<file path="src/rtl/mem_arbiter_if.sv">
// Bus bundle between the two requesters (CPU, DMA), the arbiter and the single-port RAM.
// The arbiter attaches through the slave modport; requesters and RAM model use master.
interface mem_arbiter_if #(
   parameter int unsigned ADDR_W = 8,
   parameter int unsigned DATA_W = 8
);
   logic              cpu_req;
   logic              cpu_we;
   logic [ADDR_W-1:0] cpu_addr;
   logic [DATA_W-1:0] cpu_wdata;
   logic              cpu_gnt;
   logic              cpu_done;
   logic [DATA_W-1:0] cpu_rdata;

   logic              dma_req;
   logic              dma_we;
   logic [ADDR_W-1:0] dma_addr;
   logic [DATA_W-1:0] dma_wdata;
   logic              dma_gnt;
   logic              dma_done;
   logic [DATA_W-1:0] dma_rdata;
   logic              dma_err;

   logic              mem_en;
   logic              mem_we;
   logic [ADDR_W-1:0] mem_addr;
   logic [DATA_W-1:0] mem_wdata;
   logic [DATA_W-1:0] mem_rdata;

   modport slave (
      input  cpu_req, cpu_we, cpu_addr, cpu_wdata,
      output cpu_gnt, cpu_done, cpu_rdata,
      input  dma_req, dma_we, dma_addr, dma_wdata,
      output dma_gnt, dma_done, dma_rdata, dma_err,
      output mem_en, mem_we, mem_addr, mem_wdata,
      input  mem_rdata
   );

   modport master (
      output cpu_req, cpu_we, cpu_addr, cpu_wdata,
      input  cpu_gnt, cpu_done, cpu_rdata,
      output dma_req, dma_we, dma_addr, dma_wdata,
      input  dma_gnt, dma_done, dma_rdata, dma_err,
      input  mem_en, mem_we, mem_addr, mem_wdata,
      output mem_rdata
   );
endinterface

</file>
<file path="src/rtl/mem_arbiter.sv">
// CPU/DMA arbiter and access sequencer for a single-port synchronous RAM.
// Define ARB_PROTECT_EN to block DMA writes below PROT_LIMIT (reported on dma_err).
module mem_arbiter #(
   parameter int unsigned       ADDR_W     = 8,
   parameter int unsigned       DATA_W     = 8,
   parameter logic [ADDR_W-1:0] PROT_LIMIT = ADDR_W'(8'h20)
) (
   input logic          Clk,
   input logic          Reset,
   mem_arbiter_if.slave bus
);

   typedef enum logic [2:0] {
      StIdle,
      StCpuAcc,
      StCpuDone,
      StDmaAcc,
      StDmaDone
   } state_e;

   state_e            state_q, state_d;
   logic              we_q;
   logic              blk_q;
   logic              dma_blocked;
   logic [DATA_W-1:0] cpu_hold_q;
   logic [DATA_W-1:0] dma_hold_q;

`ifdef ARB_PROTECT_EN
   assign dma_blocked = bus.dma_we && (bus.dma_addr < PROT_LIMIT);
`else
   assign dma_blocked = 1'b0;
`endif

   always_ff @(posedge Clk or posedge Reset) begin
      if (Reset) begin
         state_q <= StIdle;
      end else begin
         state_q <= state_d;
      end
   end

   // The finishing port's own request is ignored in _DONE so the other port gets a turn.
   always_comb begin
      state_d = StIdle;
      unique case (state_q)
         StIdle: begin
            if (bus.cpu_req) begin
               state_d = StCpuAcc;
            end else if (bus.dma_req) begin
               state_d = StDmaAcc;
            end else begin
               state_d = StIdle;
            end
         end
         StCpuAcc:  state_d = StCpuDone;
         StCpuDone: state_d = bus.dma_req ? StDmaAcc : StIdle;
         StDmaAcc:  state_d = StDmaDone;
         StDmaDone: state_d = bus.cpu_req ? StCpuAcc : StIdle;
         default:   state_d = StIdle;
      endcase
   end

   // Access attributes captured on entry to an _ACC state keep the outputs state-decoded.
   always_ff @(posedge Clk or posedge Reset) begin
      if (Reset) begin
         we_q  <= 1'b0;
         blk_q <= 1'b0;
      end else if (state_d == StCpuAcc) begin
         we_q  <= bus.cpu_we;
         blk_q <= 1'b0;
      end else if (state_d == StDmaAcc) begin
         we_q  <= bus.dma_we;
         blk_q <= dma_blocked;
      end
   end

   always_ff @(posedge Clk or posedge Reset) begin
      if (Reset) begin
         cpu_hold_q <= '0;
         dma_hold_q <= '0;
      end else begin
         if (state_q == StCpuDone && !we_q) begin
            cpu_hold_q <= bus.mem_rdata;
         end
         if (state_q == StDmaDone && !we_q) begin
            dma_hold_q <= bus.mem_rdata;
         end
      end
   end

   always_comb begin
      bus.cpu_gnt   = 1'b0;
      bus.cpu_done  = 1'b0;
      bus.cpu_rdata = cpu_hold_q;
      bus.dma_gnt   = 1'b0;
      bus.dma_done  = 1'b0;
      bus.dma_rdata = dma_hold_q;
      bus.dma_err   = 1'b0;
      bus.mem_en    = 1'b0;
      bus.mem_we    = 1'b0;
      bus.mem_addr  = '0;
      bus.mem_wdata = '0;
      unique case (state_q)
         StCpuAcc: begin
            bus.cpu_gnt   = 1'b1;
            bus.mem_en    = 1'b1;
            bus.mem_we    = we_q;
            bus.mem_addr  = bus.cpu_addr;
            bus.mem_wdata = bus.cpu_wdata;
         end
         StCpuDone: begin
            bus.cpu_done = 1'b1;
            if (!we_q) begin
               bus.cpu_rdata = bus.mem_rdata;
            end
         end
         StDmaAcc: begin
            bus.dma_gnt = 1'b1;
            if (!blk_q) begin
               bus.mem_en    = 1'b1;
               bus.mem_we    = we_q;
               bus.mem_addr  = bus.dma_addr;
               bus.mem_wdata = bus.dma_wdata;
            end
         end
         StDmaDone: begin
            bus.dma_done = 1'b1;
`ifdef ARB_PROTECT_EN
            bus.dma_err  = blk_q;
`else
            bus.dma_err  = 1'b0;
`endif
            if (!we_q) begin
               bus.dma_rdata = bus.mem_rdata;
            end
         end
         default: begin
            bus.cpu_gnt = 1'b0;
         end
      endcase
   end

endmodule
</file>
<file path="src/flat_wrapper.sv">
// flat-port wrapper written by rule: the top's interface ports become plain ports
module mem_arbiter_flat 
#(
   parameter int unsigned       ADDR_W     = 8,
   parameter int unsigned       DATA_W     = 8,
   parameter logic [ADDR_W-1:0] PROT_LIMIT = ADDR_W'(8'h20)
)
  (Clk, Reset, bus_cpu_req, bus_cpu_we, bus_cpu_addr, bus_cpu_wdata, bus_cpu_gnt, bus_cpu_done, bus_cpu_rdata, bus_dma_req, bus_dma_we, bus_dma_addr, bus_dma_wdata, bus_dma_gnt, bus_dma_done, bus_dma_rdata, bus_dma_err, bus_mem_en, bus_mem_we, bus_mem_addr, bus_mem_wdata, bus_mem_rdata);
  mem_arbiter_if #(.ADDR_W(ADDR_W), .DATA_W(DATA_W)) bus_i ();
  input logic Clk;
  input logic Reset;
  input wire logic [$bits(bus_i.cpu_req)-1:0] bus_cpu_req;
  input wire logic [$bits(bus_i.cpu_we)-1:0] bus_cpu_we;
  input wire logic [$bits(bus_i.cpu_addr)-1:0] bus_cpu_addr;
  input wire logic [$bits(bus_i.cpu_wdata)-1:0] bus_cpu_wdata;
  output wire logic [$bits(bus_i.cpu_gnt)-1:0] bus_cpu_gnt;
  output wire logic [$bits(bus_i.cpu_done)-1:0] bus_cpu_done;
  output wire logic [$bits(bus_i.cpu_rdata)-1:0] bus_cpu_rdata;
  input wire logic [$bits(bus_i.dma_req)-1:0] bus_dma_req;
  input wire logic [$bits(bus_i.dma_we)-1:0] bus_dma_we;
  input wire logic [$bits(bus_i.dma_addr)-1:0] bus_dma_addr;
  input wire logic [$bits(bus_i.dma_wdata)-1:0] bus_dma_wdata;
  output wire logic [$bits(bus_i.dma_gnt)-1:0] bus_dma_gnt;
  output wire logic [$bits(bus_i.dma_done)-1:0] bus_dma_done;
  output wire logic [$bits(bus_i.dma_rdata)-1:0] bus_dma_rdata;
  output wire logic [$bits(bus_i.dma_err)-1:0] bus_dma_err;
  output wire logic [$bits(bus_i.mem_en)-1:0] bus_mem_en;
  output wire logic [$bits(bus_i.mem_we)-1:0] bus_mem_we;
  output wire logic [$bits(bus_i.mem_addr)-1:0] bus_mem_addr;
  output wire logic [$bits(bus_i.mem_wdata)-1:0] bus_mem_wdata;
  input wire logic [$bits(bus_i.mem_rdata)-1:0] bus_mem_rdata;
  assign bus_i.cpu_req = bus_cpu_req;
  assign bus_i.cpu_we = bus_cpu_we;
  assign bus_i.cpu_addr = bus_cpu_addr;
  assign bus_i.cpu_wdata = bus_cpu_wdata;
  assign bus_cpu_gnt = bus_i.cpu_gnt;
  assign bus_cpu_done = bus_i.cpu_done;
  assign bus_cpu_rdata = bus_i.cpu_rdata;
  assign bus_i.dma_req = bus_dma_req;
  assign bus_i.dma_we = bus_dma_we;
  assign bus_i.dma_addr = bus_dma_addr;
  assign bus_i.dma_wdata = bus_dma_wdata;
  assign bus_dma_gnt = bus_i.dma_gnt;
  assign bus_dma_done = bus_i.dma_done;
  assign bus_dma_rdata = bus_i.dma_rdata;
  assign bus_dma_err = bus_i.dma_err;
  assign bus_mem_en = bus_i.mem_en;
  assign bus_mem_we = bus_i.mem_we;
  assign bus_mem_addr = bus_i.mem_addr;
  assign bus_mem_wdata = bus_i.mem_wdata;
  assign bus_i.mem_rdata = bus_mem_rdata;
  mem_arbiter #(.ADDR_W(ADDR_W), .DATA_W(DATA_W), .PROT_LIMIT(PROT_LIMIT)) u_core (.Clk(Clk), .Reset(Reset), .bus(bus_i));
endmodule
</file>
<file path="config.mk">
export PLATFORM = sky130hd
export DESIGN_NAME = mem_arbiter_flat
export DESIGN_NICKNAME = d
export VERILOG_FILES = /design/src/rtl/mem_arbiter_if.sv /design/src/rtl/mem_arbiter.sv /design/src/flat_wrapper.sv
export SDC_FILE = /design/constraint.sdc
export NUM_CORES = 1
export LEC_CHECK = 0
export ABC_AREA = 0
export CAP_MARGIN = 30
export CORE_MARGIN = 2
export CORE_UTILIZATION = 39
export CTS_CLUSTER_DIAMETER = 120
export DETAILED_ROUTE_END_ITERATION = 8
export HOLD_SLACK_MARGIN = 0.08
export PLACE_DENSITY_LB_ADDON = 0.05
export SYNTH_ARGS = -nofsm -noshare
export SYNTH_HDL_FRONTEND = slang
export SYNTH_SLANG_ARGS = --single-unit
export TNS_END_PERCENT = 10
</file>
<file path="constraint.sdc">
create_clock -name Clk -period 5.8 [get_ports Clk]
set_input_delay 1.45 -clock Clk [delete_from_list [all_inputs] [get_ports Clk]]
set_output_delay 1.45 -clock Clk [all_outputs]
set_load 0.02 [all_outputs]
</file>
# After elaboration in Yosys (flattened, before gate mapping)
# Cells that the tools add are included.
# totals
ff_bits,21
latch_bits,0
ram_bits,0
romBits,0
in_bits,46
output_inout_bits,39
elab_cells,40
n_memories,0
# classes
n_addsub,0
mul,0
div_mod_pow,0
order_cmp,0
n_eq_ne,6
shift,0
mux,24
bitwise_logic,0
reduce_logical,5
# op_table
cell,n
2-to-1 mux 8 bit,6
one-hot mux 8 bit (2 select lines),2
one-hot mux 3 bit (5 select lines),1
2-to-1 mux 1 bit,11
equality test 3 x 2 -> 1 bit (second input constant),3
equality test 3 x 1 -> 1 bit (second input constant),2
one-hot mux 1 bit (2 select lines),2
equality test 3 bit (second input constant),1
zero test 3 bit,1
2-to-1 mux 3 bit,1
logical AND 1 bit,2
2-to-1 mux 2 bit,1
nonzero test 2 bit,1
zero test 1 bit,1

# Logic depth before layout (Yosys ltp)
# Gate-level depths: netlist (run 1).
# depth
ltp_word,6
ltp_mapped,6
mapped_depth_nobuf,4

# Worst setup path before layout (run 1)
# No wires, ideal clock.
# synth_path
kind,reg2out
start,register u_core.state_q[2]
end,output bus_dma_rdata[3]
arrival_time_ns,1.937
required_ns,4.350
slack_ns,2.413
stages_incl_launch_ff,7
path_buffers,3
cell_sequence,dfrtp_1 -> clkbuf_2 -> nor3b_1 -> nor2b_1 -> buf_4 -> buf_6 -> mux2_2
# synth_via
elab_chain_cells,2
# synth_lines
element,line_no,text
start: declaration,mem_arbiter.sv:21,"state_e state_q, state_d;"
start signal: assignment,mem_arbiter.sv:36,state_q <= StIdle;
start signal: assignment,mem_arbiter.sv:38,state_q <= state_d;
equality test 3 bit,mem_arbiter.sv:103,unique case (state_q)
2-to-1 mux 8 bit,mem_arbiter.sv:103,
end: declaration,flat_wrapper.sv:25,output wire logic [$bits(bus_i.dma_rdata)-1:0] bus_dma_rdata;
# No other way between the ends.

# Worst setup path after layout (run 1)
# layout_path
start,register u_core.state_q[1]
end,output bus_cpu_rdata[3]
# layout_via
elab_chain_cells,2
# layout_lines
element,line_no,text
equality test 3 x 2 -> 1 bit,mem_arbiter.sv:103,
2-to-1 mux 8 bit,mem_arbiter.sv:103,
end: declaration,flat_wrapper.sv:18,output wire logic [$bits(bus_i.cpu_rdata)-1:0] bus_cpu_rdata;
# No other way between the ends.

==> out/qor.yml, run 1 <==
status: "finished, final reports clean"
clkSinkCount: 20
fin_tns_setup_ps: 0
yosysSeqAreaShare: 0.377
routed_wl_um: 3180
numCtsBuffers: 3
insertion_delay_ps: 300
via_per_inst: 4.62
die_area_um2: 3890
crit_chain: "buf_16, inv_4, nor4_4, buf_4, mux2_2, clkdlybuf4s50_1"
synth.distinct_cells: 23
synth_area_leaders: "dfrtp_1 (38%), mux2_2 (19%), mux2i_1 (12%)"
antenna_found_initial: 0
grt_pass1_wl_um: 5310
ioPinCount: 85
fin_crit_sh: 0.726
path_max_fanout: 18
worst_slew_pin_slew_ps: 751
initial_utilization: 0.401
grt_setup_unrepaired: "no"
drt_iter0_drc: 26
die_h_um: 62.3
cp-startpoint: "u_core.state_q[1]$_DFF_PP0_"
htreeDepth: 1
grt.overflow.total: 0
ctsResizeCount: 0
drcViolationCount: 0
critPathRequiredTime_ps: 4350
critPathArrivalTime_ps: 2760
instances_no_fill: 244
syn_nets: 163
max_freq_mhz: 237
clock_path_buffers: 2
syn_inst: 117
cts_tree: "yes"
diodes: 0
syn_area_per_cell_um2: 11.3
crit_path_max_incr_delay_ps: 530
syn-cell-area_um2: 1330
synth-seq-cells: 20
gp_congestion: 0.795
setup_viol: 0
crit_path_top_delay_cell: "clkdlybuf4s50_1"
ff2ff_path_depth: 5
drt_pre_antenna_iters: 4
clk_pin_slew_ps: 120
area_delta_synth_final_pct: 69.1
r2r-start: "u_core.state_q[1]$_DFF_PP0_"
slew_headroom: 0.499
cap_viol_max_count: 0
p_leak_uw: 0.000939
design.core.area_um2: 3310
crit_path_end_kind: "primary output"
cts_hold_buf: 0
finalNetCount: 245
hold_class: "flip-flop to flip-flop"
hold_slack_ps: 521
worst_r2r_endpoint: "u_core.cpu_hold_q[7]$_DFFE_PP0P_"
port_buffers: 83
post-synth-top-area-cell: "dfrtp_1"
fin_skew_ps: 5.17
finalHoldViolCount: 0
final_area_um2: 2240
dp_hpwl_um: 2500
slew_viol_final: 0
drive_above_1_share: 0.207
critPathLaunchType: "flip-flop"
dpl_cell_area_um2: 2160
rows: 21
gr-usage-all-layers: 0.170
criticalPathCategory: "flip-flop to primary output"
grt_pass1_vias: 1139
ant_nets: 0
synth-warning-count: 0
reg2reg_slack_ps: 3780
fin_crit_ps: 4210
dr_total_vias: 1127
ir_drop_v: 0.000291
power_density_nw_per_um2: 516
clockRootBuffer: "clkbuf_4"
post_drt_wl_per_cell_um: 13.0
postCtsSetupBuffers: 0
total_power_uw: 1160
dp_cells: 239
fp.dieW_um: 62.3
synth_top_area_frac: 0.377
setup.worst_path.end: "bus_cpu_rdata[3]"
grt_max_degree: 21
-- routing by layer --
metal / part of all wire / up-vias / track usage
met5: 0 / - / 0
met4: 0.0060 / 0 / 0.0250
met3: 0.053 / 2 / 0.0525
met2: 0.54 / 35 / 0.325
met1: 0.40 / 531 / 0.188
li1: - / 559 / -
-- placed cells by master (no fill, tap or decap), types with 2 or more instances in the layout --
| cell | synthesis | layout |
|---|---|---|
| clkdlybuf4s50_1 | 0 | 83 |
| mux2_2 | 22 | 22 |
| nor2_1 | 21 | 21 |
| dfrtp_1 | 20 | 20 |
| mux2i_1 | 16 | 16 |
| mux2_4 | 10 | 10 |
| nand2b_1 | 3 | 3 |
| inv_1 | 3 | 3 |
| clkbuf_4 | 0 | 3 |
| nor2b_1 | 2 | 2 |
| a21oi_1 | 2 | 2 |
| buf_4 | 2 | 2 |
-- cells in the mapped netlist --
cell,number
mux2_2,22
nor2_1,21
dfrtp_1,20
mux2i_1,16
mux2_4,10
buf_6,3
inv_1,3
nand2b_1,3
a21oi_1,2
buf_4,2
clkbuf_1,2
nor2b_1,2
a22oi_1,1
and2_1,1
buf_2,1
clkbuf_2,1
conb_1,1
inv_4,1
nor3_1,1
nor3b_1,1
nor4_4,1
o21ai_0,1
o31a_1,1
-- worst min path at each step --
stage | startpoint | cells past startpoint | to | slack, ps
2_1_floorplan | u_core.dma_hold_q[0]$_DFFE_PP0P_ | 1 | u_core.dma_hold_q[0]$_DFFE_PP0P_ | 480
3_3_place_gp | u_core.dma_hold_q[6]$_DFFE_PP0P_ | 1 | u_core.dma_hold_q[6]$_DFFE_PP0P_ | 480
3_5_place_dp | u_core.cpu_hold_q[4]$_DFFE_PP0P_ | 1 | u_core.cpu_hold_q[4]$_DFFE_PP0P_ | 490
4_1_cts | u_core.dma_hold_q[1]$_DFFE_PP0P_ | 1 | u_core.dma_hold_q[1]$_DFFE_PP0P_ | 530
5_1_grt | u_core.cpu_hold_q[3]$_DFFE_PP0P_ | 1 | u_core.cpu_hold_q[3]$_DFFE_PP0P_ | 550
6_report | u_core.dma_hold_q[7]$_DFFE_PP0P_ | 1 | u_core.dma_hold_q[7]$_DFFE_PP0P_ | 520
-- area by class of cell --
cell class / count / area [um2]
clock buffer: 3 / 22.5
clock inverter: 1 / 30.0
fill: 284 / 1070
inverter: 4 / 17.5
multi-input combinational: 84 / 743
sequential: 20 / 500
tap: 46 / 57.6
timing repair buffer: 86 / 873
-- registers in the layout (all words and copies together) (netlist names) --
signal and cells:
u_core.we_q 1, u_core.state_q 3, u_core.cpu_hold_q 8, u_core.dma_hold_q 8
-- power by group --
| group | switching [uW] | internal [uW] |
|---|---|---|
| logic | 354 | 434 |
| clock network | 44.0 | 69.8 |
| registers | 51.6 | 205 |
| total | 450 | 709 |
-- through the flow --
| stage | setup slack, ps | util |
|---|---|---|
| finish | 1590 | 0.678 |
| global route | 1450 | 0.678 |
| CTS | 1150 | 0.670 |
| detailed placement | 1510 | 0.654 |
| global placement | 1560 | 0.654 |
| floorplan | 2410 | - |
-- kinds of logic (layout without fill, tap and decap cells) --
| group | count (synthesis) | count (layout) | synth area share |
|---|---|---|---|
| compound gates | 5 | 5 | 0.0236 |
| buf+inv | 13 | 94 | 0.0631 |
| flops | 20 | 20 | 0.377 |
| mux | 48 | 48 | 0.420 |
| other cells | 1 | 1 | 0.00282 |
| simple gates | 30 | 30 | 0.113 |
-- critical path: cells and delay by family, from the launching register on --
kind / cells / cell delay, ps
muxes: 1 / 360
and+or+nand+nor: 1 / 520
DFF: 1 / 470
buffers and inverters: 4 / 1100
No activity file was read; power rests on OpenSTA's default activity.
==> run 2: changes to the inputs <==
- CORE_UTILIZATION: 39 -> 33
- clock period: 5.8 -> 3.4 ns (I/O delays scaled with it)
==> run 2 against run 1 <==
  * Clock power grew 100%
  * Critical path depth shrank 1
  * Die area grew 17%
  * Critical endpoint is now bus_dma_rdata[5]
  * Global-route usage shrank 2.6 points
  * Highest routed layer unchanged
  * Clock skew shrank 1.2 ps
  * Largest power group unchanged
  * Power grew 71%
==> out/qor.yml, run 2 (synthesis results as in run 1) <==
grt_max_degree: 21  # unchanged
routed_wl_um: 3170  # -0.38%
critPathLaunchType: "flip-flop"
path_max_fanout: 16  # -2
drt_iter0_drc: 45  # +73%
port_buffers: 83  # unchanged
numCtsBuffers: 3  # unchanged
gp_congestion: 0.759  # -4.4%
internal-power_uw: 1230  # +74%
slew_viol_final: 0  # unchanged
finalNetCount: 246  # +0.41%
final_cell_mix: "clkdlybuf4s50_1 (83), mux2_2 (22), nor2_1 (21), dfrtp_1 (20), mux2i_1 (16)"
max_freq_mhz: 311
gr-usage-all-layers: 0.144  # -0.0259
groute.layer.met2.usage: 0.262  # -0.0624
slew_headroom: 0.504  # +0.00519
p_comb_frac: 0.666  # -0.014
worst_r2r_endpoint: "u_core.dma_hold_q[3]$_DFFE_PP0P_"
fin_crit_ps: 3220
rows: 23  # +9.5%
grt_setup_unrepaired: "no"
r2r-start: "u_core.state_q[2]$_DFF_PP0_"
ff2ff_path_depth: 4  # -1
htreeDepth: 1  # unchanged
top_regs: "u_core.cpu_hold_q x8, u_core.dma_hold_q x8, u_core.state_q x3"
grt_pass1_wl_um: 5030  # -5.2%
design.core.area_um2: 3940  # +19%
drcViolationCount: 0  # unchanged
ctsResizeCount: 0  # unchanged
criticalPathCategory: "flip-flop to primary output"
cap_viol_max_count: 0  # unchanged
diodes: 0  # unchanged
final_common_cell: "clkdlybuf4s50_1"
clock_path_buffers: 2  # unchanged
dp_hpwl_um: 2640  # +5.6%
switching_share: 0.381  # -0.00765
antenna_found_initial: 0  # unchanged
p_leak_uw: 0.000945  # +0.62%
fin_crit_sh: 0.946
setup_viol: 0  # unchanged
insertion_delay_ps: 250  # -50 ps
die_area_um2: 4550  # +17%
clkPwrFrac: 0.115  # +0.017
critPathRequiredTime_ps: 2550  # -1800 ps
dr_total_vias: 1141  # +1.2%
critPathArrivalTime_ps: 2370  # -390 ps
ant_nets: 0  # unchanged
ioPinCount: 85  # unchanged
via_per_inst: 4.58  # -0.79%
busiest_layer: "met2"
setup.worst_path.end: "bus_dma_rdata[5]"
grt_pass1_vias: 1134  # -0.44%
finalHoldViolCount: 0  # unchanged
clkSinkCount: 20  # unchanged
switchingPower_uw: 756  # +68%
sequentialPowerShare: 0.218  # -0.003
die_h_um: 67.4  # +8.2%
post_drt_wl_per_cell_um: 12.7  # -2.4%
crit_path_end_kind: "primary output"
cts_hold_buf: 0  # unchanged
drt_pre_antenna_iters: 2  # -2
drive_above_1_share: 0.211  # +0.00398
hold_class: "flip-flop to flip-flop"
ir_drop_v: 0.000460  # +58%
initial_utilization: 0.337  # -0.0643
num-fill-cells: 343  # +21%
met3_usage: 0.0417  # -0.0109
place_ws_ps: 362  # -1150 ps
clk_pin_slew_ps: 70  # -50 ps
grt.overflow.total: 0  # unchanged
reg2reg_slack_ps: 1720  # -2060 ps
fp.dieW_um: 67.4  # +8.2%
power_density_nw_per_um2: 880  # +71%
fin_tns_setup_ps: 0  # unchanged
area_delta_synth_final_pct: 69.9
cts_tree: "yes"
sequential_cell_area_um2: 500  # unchanged
fin_skew_ps: 3.93  # -1.24 ps
cp-startpoint: "u_core.state_q[2]$_DFF_PP0_"
multi_input_area_um2: 743  # unchanged
grt_use_met1: 0.170  # -0.0178
status: "finished, final reports clean"
worst_slack_ps: 182  # -1410 ps
postCtsSetupBuffers: 0  # unchanged
worst_slew_pin_slew_ps: 743  # -7.78 ps
clockRootBuffer: "clkbuf_8"
[run 2: cell count changes in the layout (fill, tap and decap cells not counted)]
| cell | before | now |
|---|---|---|
| clkbuf_4 | 3 | 0 |
| clkbuf_8 | 0 | 3 |
| buf_4 | 2 | 4 |
| buf_16 | 1 | 0 |
[run 2: metal layers]
metal	share of wire	wire length, um
met1	0.40	1270
met2	0.54	1700
met3	0.058	184
met4	0.0035	11
met5	0	0
[run 2: metrics by stage]
step | cell area [um2] | total power, uW | instances | utilization | hold WS [ps]
5_1_grt | 2260 | 2120 | 249 | 0.572 | 527
3_5_place_dp | 2180 | 1780 | 245 | 0.554 | 493
2_1_floorplan | 1330 | 1250 | 117 | - | 477
3_3_place_gp | 2180 | 1760 | 245 | 0.554 | 485
4_1_cts | 2260 | 2020 | 249 | 0.572 | 511
6_report | 2260 | 1990 | 249 | 0.572 | 505
[run 2: worst min-delay path by stage]
stage	startpoint	end	slack [ps]	depth (start not counted)
3_3_place_gp	u_core.dma_hold_q[5]$_DFFE_PP0P_	u_core.dma_hold_q[5]$_DFFE_PP0P_	490	1
5_1_grt	u_core.dma_hold_q[7]$_DFFE_PP0P_	u_core.dma_hold_q[7]$_DFFE_PP0P_	530	1
2_1_floorplan	u_core.dma_hold_q[0]$_DFFE_PP0P_	u_core.dma_hold_q[0]$_DFFE_PP0P_	480	1
6_report	u_core.dma_hold_q[0]$_DFFE_PP0P_	u_core.dma_hold_q[0]$_DFFE_PP0P_	500	1
4_1_cts	u_core.dma_hold_q[0]$_DFFE_PP0P_	u_core.dma_hold_q[0]$_DFFE_PP0P_	510	1
3_5_place_dp	u_core.dma_hold_q[0]$_DFFE_PP0P_	u_core.dma_hold_q[0]$_DFFE_PP0P_	490	1
[run 2: layout make-up]
| type | count | share of cell area |
|---|---|---|
| multi-input combinational | 84 | 0.329 |
| timing repair buffer | 87 | 0.382 |
| sequential | 20 | 0.222 |
| tap | 50 | 0.0277 |
| clock inverter | 1 | 0.0133 |
| clock buffer | 3 | 0.0183 |
| inverter | 4 | 0.00776 |
[run 2: power groups by stage]
stage / Clock, uW / Sequential (uW) / Combinational (uW)
after floorplan: 0 / 407 / 846
after global placement: 0 / 432 / 1330
after detailed placement: 0 / 441 / 1340
after CTS: 238 / 437 / 1340
after global routing: 249 / 454 / 1420
final: 229 / 433 / 1320
[run 2: worst max-delay path, stage by stage, from the launching register on]
cell             delay [ps]
dfrtp_1                 500
nor3b_1                 300
nor2b_1                 160
buf_4                   240
mux2_2                  370
clkdlybuf4s50_1         540
